**src/rtl/decode_sequencer_if.sv**
```systemverilog
// Request/strobe bundle for decode_sequencer.
// DECODE_SEQUENCER_DIR_EN adds the dir_i direction bit.
interface decode_sequencer_if #(
  parameter int unsigned OUTPUT_WIDTH = 6,
  parameter int unsigned LEN_WIDTH    = 8
);
  localparam int unsigned IW = $clog2(OUTPUT_WIDTH > 2 ? OUTPUT_WIDTH : 2);

  logic                    req_valid_i;
  logic                    req_ready_o;
  logic [IW-1:0]           req_start_i;
  logic [LEN_WIDTH-1:0]    req_len_i;
  logic                    hold_i;
`ifdef DECODE_SEQUENCER_DIR_EN
  logic                    dir_i;
`endif
  logic [OUTPUT_WIDTH-1:0] strobe_o;
  logic [IW-1:0]           index_o;
  logic                    busy_o;
  logic                    done_o;

  modport master (
`ifdef DECODE_SEQUENCER_DIR_EN
    output dir_i,
`endif
    output req_valid_i, req_start_i, req_len_i, hold_i,
    input  req_ready_o, strobe_o, index_o, busy_o, done_o
  );

  modport slave (
`ifdef DECODE_SEQUENCER_DIR_EN
    input  dir_i,
`endif
    input  req_valid_i, req_start_i, req_len_i, hold_i,
    output req_ready_o, strobe_o, index_o, busy_o, done_o
  );
endinterface

```
**src/rtl/decode_sequencer.sv**
```systemverilog
// Burst sequencer stepping a wrapping index through a tree decoder, one strobe per advancing cycle.
// Optional feature macro: DECODE_SEQUENCER_DIR_EN (adds down-counting via dir_i).
module decode_sequencer #(
  parameter int unsigned OUTPUT_WIDTH = 6,
  parameter int unsigned LEN_WIDTH    = 8
) (
  input  logic             clk_i,
  input  logic             rst_i,
  decode_sequencer_if.slave bus
);
  localparam int unsigned IW    = $clog2(OUTPUT_WIDTH > 2 ? OUTPUT_WIDTH : 2);
  localparam int unsigned NODES = 2 ** (IW + 1);
  localparam int unsigned LEAF0 = 2 ** IW;

  typedef enum logic [1:0] {
    IDLE = 2'd0,
    RUN  = 2'd1,
    DONE = 2'd2
  } state_t;

  state_t               state_q, state_d;
  logic [IW-1:0]        index_q, index_nxt, start_eff;
  logic [LEN_WIDTH-1:0] remaining_q;
  logic                 accept, advance;
  logic [NODES-1:1]     node;
  logic [OUTPUT_WIDTH-1:0] strobe_c;

  assign accept  = (state_q == IDLE) && bus.req_valid_i;
  assign advance = (state_q == RUN) && !bus.hold_i;

  // Indices past the last output are treated as a request for output 0.
  assign start_eff = (32'(bus.req_start_i) >= OUTPUT_WIDTH) ? IW'(0) : bus.req_start_i;

`ifdef DECODE_SEQUENCER_DIR_EN
  logic dir_q;

  always_ff @(posedge clk_i or posedge rst_i) begin
    if (rst_i)       dir_q <= 1'b0;
    else if (accept) dir_q <= bus.dir_i;
  end

  always_comb begin
    index_nxt = index_q;
    if (dir_q)
      index_nxt = (index_q == IW'(0)) ? IW'(OUTPUT_WIDTH - 1) : index_q - IW'(1);
    else
      index_nxt = (index_q == IW'(OUTPUT_WIDTH - 1)) ? IW'(0) : index_q + IW'(1);
  end
`else
  always_comb begin
    index_nxt = (index_q == IW'(OUTPUT_WIDTH - 1)) ? IW'(0) : index_q + IW'(1);
  end
`endif

  // State register.
  always_ff @(posedge clk_i or posedge rst_i) begin
    if (rst_i) state_q <= IDLE;
    else       state_q <= state_d;
  end

  // Next-state logic.
  always_comb begin
    state_d = state_q;
    case (state_q)
      IDLE: if (accept) state_d = (bus.req_len_i == '0) ? DONE : RUN;
      RUN:  if (advance && remaining_q == LEN_WIDTH'(1)) state_d = DONE;
      DONE: state_d = IDLE;
      default: state_d = IDLE;
    endcase
  end

  // Index and remaining-count datapath.
  always_ff @(posedge clk_i or posedge rst_i) begin
    if (rst_i) begin
      index_q     <= '0;
      remaining_q <= '0;
    end else if (accept) begin
      index_q     <= start_eff;
      remaining_q <= bus.req_len_i;
    end else if (advance) begin
      index_q     <= index_nxt;
      remaining_q <= remaining_q - LEN_WIDTH'(1);
    end
  end

  // Binary enable tree: each level splits on one index bit, MSB first; leaves are the strobes.
  assign node[1] = advance;
  for (genvar d = 0; d < IW; d++) begin : g_lvl
    for (genvar k = 0; k < 2 ** d; k++) begin : g_node
      localparam int unsigned N = 2 ** d + k;
      assign node[2*N]   = node[N] & ~index_q[IW-1-d];
      assign node[2*N+1] = node[N] &  index_q[IW-1-d];
    end
  end

  assign strobe_c = node[LEAF0+OUTPUT_WIDTH-1:LEAF0];

  if (OUTPUT_WIDTH < LEAF0) begin : g_pad
    logic unused_leaves;
    assign unused_leaves = ^node[NODES-1:LEAF0+OUTPUT_WIDTH];
  end

  // Outputs decoded from registered state.
  always_comb begin
    bus.req_ready_o = 1'b0;
    bus.busy_o      = 1'b0;
    bus.done_o      = 1'b0;
    bus.index_o     = index_q;
    bus.strobe_o    = strobe_c;
    case (state_q)
      IDLE:    bus.req_ready_o = 1'b1;
      RUN:     bus.busy_o      = 1'b1;
      DONE:    bus.done_o      = 1'b1;
      default: bus.req_ready_o = 1'b0;
    endcase
  end
endmodule

```
**src/flat_wrapper.sv**
```systemverilog
// flat-port wrapper written by rule: the top's interface ports become plain ports
module decode_sequencer_flat 
#(
  parameter int unsigned OUTPUT_WIDTH = 6,
  parameter int unsigned LEN_WIDTH    = 8
)
  (clk_i, rst_i, bus_req_valid_i, bus_req_start_i, bus_req_len_i, bus_hold_i, bus_req_ready_o, bus_strobe_o, bus_index_o, bus_busy_o, bus_done_o);
  decode_sequencer_if #(.OUTPUT_WIDTH(OUTPUT_WIDTH), .LEN_WIDTH(LEN_WIDTH)) bus_i ();
  input  logic clk_i;
  input  logic rst_i;
  input wire logic [$bits(bus_i.req_valid_i)-1:0] bus_req_valid_i;
  input wire logic [$bits(bus_i.req_start_i)-1:0] bus_req_start_i;
  input wire logic [$bits(bus_i.req_len_i)-1:0] bus_req_len_i;
  input wire logic [$bits(bus_i.hold_i)-1:0] bus_hold_i;
  output wire logic [$bits(bus_i.req_ready_o)-1:0] bus_req_ready_o;
  output wire logic [$bits(bus_i.strobe_o)-1:0] bus_strobe_o;
  output wire logic [$bits(bus_i.index_o)-1:0] bus_index_o;
  output wire logic [$bits(bus_i.busy_o)-1:0] bus_busy_o;
  output wire logic [$bits(bus_i.done_o)-1:0] bus_done_o;
  assign bus_i.req_valid_i = bus_req_valid_i;
  assign bus_i.req_start_i = bus_req_start_i;
  assign bus_i.req_len_i = bus_req_len_i;
  assign bus_i.hold_i = bus_hold_i;
  assign bus_req_ready_o = bus_i.req_ready_o;
  assign bus_strobe_o = bus_i.strobe_o;
  assign bus_index_o = bus_i.index_o;
  assign bus_busy_o = bus_i.busy_o;
  assign bus_done_o = bus_i.done_o;
  decode_sequencer #(.OUTPUT_WIDTH(OUTPUT_WIDTH), .LEN_WIDTH(LEN_WIDTH)) u_core (.clk_i(clk_i), .rst_i(rst_i), .bus(bus_i));
endmodule
```
**config.mk**
```make
export PLATFORM = sky130hd
export DESIGN_NAME = decode_sequencer_flat
export DESIGN_NICKNAME = d
export VERILOG_FILES = /design/src/rtl/decode_sequencer_if.sv /design/src/rtl/decode_sequencer.sv /design/src/flat_wrapper.sv
export SDC_FILE = /design/constraint.sdc
export NUM_CORES = 1
export LEC_CHECK = 0
export CAP_MARGIN = 20
export CORE_UTILIZATION = 44
export DETAILED_ROUTE_END_ITERATION = 8
export PLACE_DENSITY = 0.76
export RECOVER_POWER = 25
export SETUP_SLACK_MARGIN = 0.15
export SLEW_MARGIN = 20
export SYNTH_ARGS = -nofsm -noshare
export SYNTH_HDL_FRONTEND = slang
export SYNTH_SLANG_ARGS = --single-unit
export TNS_END_PERCENT = 10
```
**constraint.sdc**
```tcl
create_clock -name clk_i -period 2 [get_ports clk_i]
set_input_delay 0.4 -clock clk_i [delete_from_list [all_inputs] [get_ports clk_i]]
set_output_delay 0.4 -clock clk_i [all_outputs]
set_load 0.05 [all_outputs]
```
==> flow_metrics.py <==
metrics = {
    "setup_path": {
        "crit_arrival_ps": 1610,
        "cp_max_fo": 2,
        "crit_required_ps": 1600,
        "cp_cell_sequence": "or3b_4 > buf_6 > nor4b_4 > buf_12",
        "critPathTopFamily": "simple AND/OR/NAND/NOR gates",
        "crit_slowest_cell": "dfrtp_1",
        "startpoint_type": "flop",
        "endpoint_kind": "output pin",
        "worst-path-buf-inv": 2,
        "critical_path_class": "reg2out",
        "slowest_delay_ps": 390,
    },
    "grt": {
        "grt_busiest_layer": "met2",
        "met1_usage": 0.3454,
        "gr-usage-met2": 0.4406,
        "overflow": 0,
        "track_usage": 0.2570,
        "grtUsageMet3": 0.04800,
        "antenna_found_initial": 0,
        "grt_max_degree": 14,
        "grt_pass1_wl_um": 3732,
        "grt_pass1_vias": 789,
    },
    "sta": {
        "finalWorstSetupSlack_ps": -9.178,
        "skew_ps": 4.357,
        "max_slew_margin": 0.6510,
        "rsz0062_at_grt": "true",
        "worst_pin_slew_ps": 522.9,
        "fin_setup_tns_ps": -9.178,
        "max_freq_mhz": 497.7,
        "setup_viol": 1,
        "hold_viol": 0,
        "period_minus_slack_ps": 2009,
        "post-route-period-util": 1.005,
        "holdWs_ps": 517.2,
        "slew_violations": 0,
    },
    "placement": {
        "place_area_um2": 1256,
        "hpwl_um": 1625,
        "portBuffers": 26,
        "placed_cells": 143,
        "place_congestion": 0.8320,
    },
    "yosys": {
        "ys_top_cells_by_count": "dfrtp_1, nand2_1, o21ai_1",
        "async_reset_ff_frac": 1.000,
        "synthTopCellsByArea": "dfrtp_1, o21ai_1, ha_1",
        "synth_seq_cells": 13,
        "netlist_area_um2": 815.8,
        "avgSynthCellArea_um2": 9.486,
        "ys_types": 40,
        "synth_fp_nets": 103,
        "synth_top_area_frac": 0.3988,
        "synth_largest_area_cell": "dfrtp_1",
        "synthCells": 86,
        "synth_most_common_cell": "dfrtp_1",
        "yosysSeqAreaShare": 0.3988,
        "ys.flop_type": "dfrtp_1",
        "yosysWarnings": 0,
        "synth_edf_count": 0,
    },
    "layout": {
        "multi_input_area_um2": 534.3,
        "stdcell_area_um2": 1340,
        "n_antenna_cell": 0,
        "fin_nets": 143,
        "drive_gt1_frac": 0.3120,
        "fin_cells": 150,
        "area_growth_pct": 64.26,
        "area.sequential_um2": 326.6,
        "num-fill-cells": 132,
    },
    "clocking": {
        "htree_num_levels": 1,
        "clock_path_buffers": 2,
        "holdBufCountCts": 0,
        "path_clk_slew_ps": 80,
        "numCtsBuffers": 3,
        "cts_tree": "done",
        "cts.sinks": 13,
        "clockRootBuffer": "clkbuf_4",
        "clk_latency_ps": 270,
    },
    "floorplanning": {
        "io_pins": 27,
        "start_util": 0.4725,
        "rows": 15,
        "die_w_um": 45.06,
        "coreArea_um2": 1727,
        "die_y_um": 45.06,
        "die_area_um2": 2030,
    },
    "power": {
        "ir_drop_uv": 843.1,
        "p_leak_nw": 0.5472,
        "finalPower_mw": 1.921,
        "cellPowerDensity_nw_per_um2": 1433,
    },
    "routing": {
        "totalWireLength_um": 2264,
        "drt-pass1-iter-count": 4,
        "vias": 842,
        "avgRoutedWirePerCell_um": 15.09,
        "via_per_inst": 5.613,
        "drt-initial-drc-count": 38,
        "drc": 0,
        "drtAntennaViolNets": 0,
    },
    "outcome": {
        "violations": "negative setup slack",
        "status": "finished, violations left",
    },
    "hold_path": {
        "hold_class": "reg2reg",
    },
    "flow_run": {
        "maxCapViolations": 0,
    },
}
logic make-up (layout without fill, tap and decap cells):
logic type                 after synthesis  count (layout)  share of synthesized area
DFF                                     13              13                     0.3988
and+or+nand+nor                         40              40                     0.3282
xor gates and xnor gates                 2               2                    0.02148
AOI/OAI and AO/OA                       22              22                     0.1779
adders and majority gates                2               2                    0.03067
buffers and inverters                    7              46                    0.04293
timing repair:
item / CTS / global route
pin swaps: 5 / 5
setup buffers: 2 / 1
gates resized for setup: 6 / 3
setup endpoints to repair: 6 / 6
registers in the layout, summed over array words and instances, names as in the netlist:
name / cells
u_core.bus.index_o: 3
u_core.remaining_q: 8
u_core.state_q: 2
placed cells by master, fill, tap and decap left out, drive strengths merged:
cell and n:
clkdlybuf4s50 12, a22oi 1, nand4b 1, nand2 7, nand3b 1, inv 4, dfrtp 13, nor2b 1
a32oi 1, nor4b 1, a221o 2, or3 1, a22o 1, nand3 3, dlygate4sd3 1, and3 1
xor2 1, o221ai 1, a21oi 4, a311o 1, nor3 6, clkdlybuf4s15 1, nand4bb 1, o21ai 9
o211ai 1, and2b 1, o311ai 1, buf 24, nor2 3, xnor2 1, or3b 2, nor3b 3
and2 1, clkbuf 4, nand2b 2, nor4 4, ha 2, and4b 1
per-layer routing:
| layer | wire, um | share of wire | vias up |
|---|---|---|---|
| met5 | 0 | 0 | - |
| li1 | - | - | 406 |
| met2 | 1162 | 0.51 | 39 |
| met1 | 966 | 0.43 | 395 |
| met4 | 12 | 0.0053 | 0 |
| met3 | 123 | 0.054 | 2 |
worst paths after layout:
check	startpoint	endpoint	slack [ps]	depth (start not counted)
setup / recovery	u_core.state_q[1]	bus_strobe_o[4]	-9	4
hold / removal	u_core.remaining_q[7]	u_core.remaining_q[7]	520	1
setup reg to reg	u_core.state_q[1]	u_core.remaining_q[5]	300	6
hold reg to reg	u_core.remaining_q[7]	u_core.remaining_q[7]	520	1
max in group asynchronous	rst_i	u_core.bus.index_o[0]	1030	2
min in group asynchronous	rst_i	u_core.remaining_q[0]	590	2
cell type report:
cell class,count,area share
clock buffer,4,0.01961
inverter,4,0.01120
multi-input combinational,66,0.3987
sequential,13,0.2437
tap,25,0.02334
timing repair buffer,38,0.3035
worst reg2reg max path: cells and delay by family, from the launching register on:
kind | cells | cell delay [ps]
AND/OR/NAND/NOR | 2 | 590
buffers and inverters | 2 | 260
flip-flops | 1 | 390
AO/OA/AOI/OAI | 2 | 360
power breakdown:
part | leakage [nW] | switching, mW | internal (mW)
clock | 0.0150 | 0.0857 | 0.0772
sequential | 0.158 | 0.187 | 0.380
combinational | 0.374 | 0.657 | 0.533
total | 0.547 | 0.930 | 0.990
through the flow:
step                  util  setup slack (ps)
global placement    0.7275            -200.3
finish              0.7761            -9.178
floorplan                -            -19.77
CTS                 0.7667            -92.74
detailed placement  0.7275            -229.5
global route        0.7761            -93.95
Power figures use the tool's default switching activity.
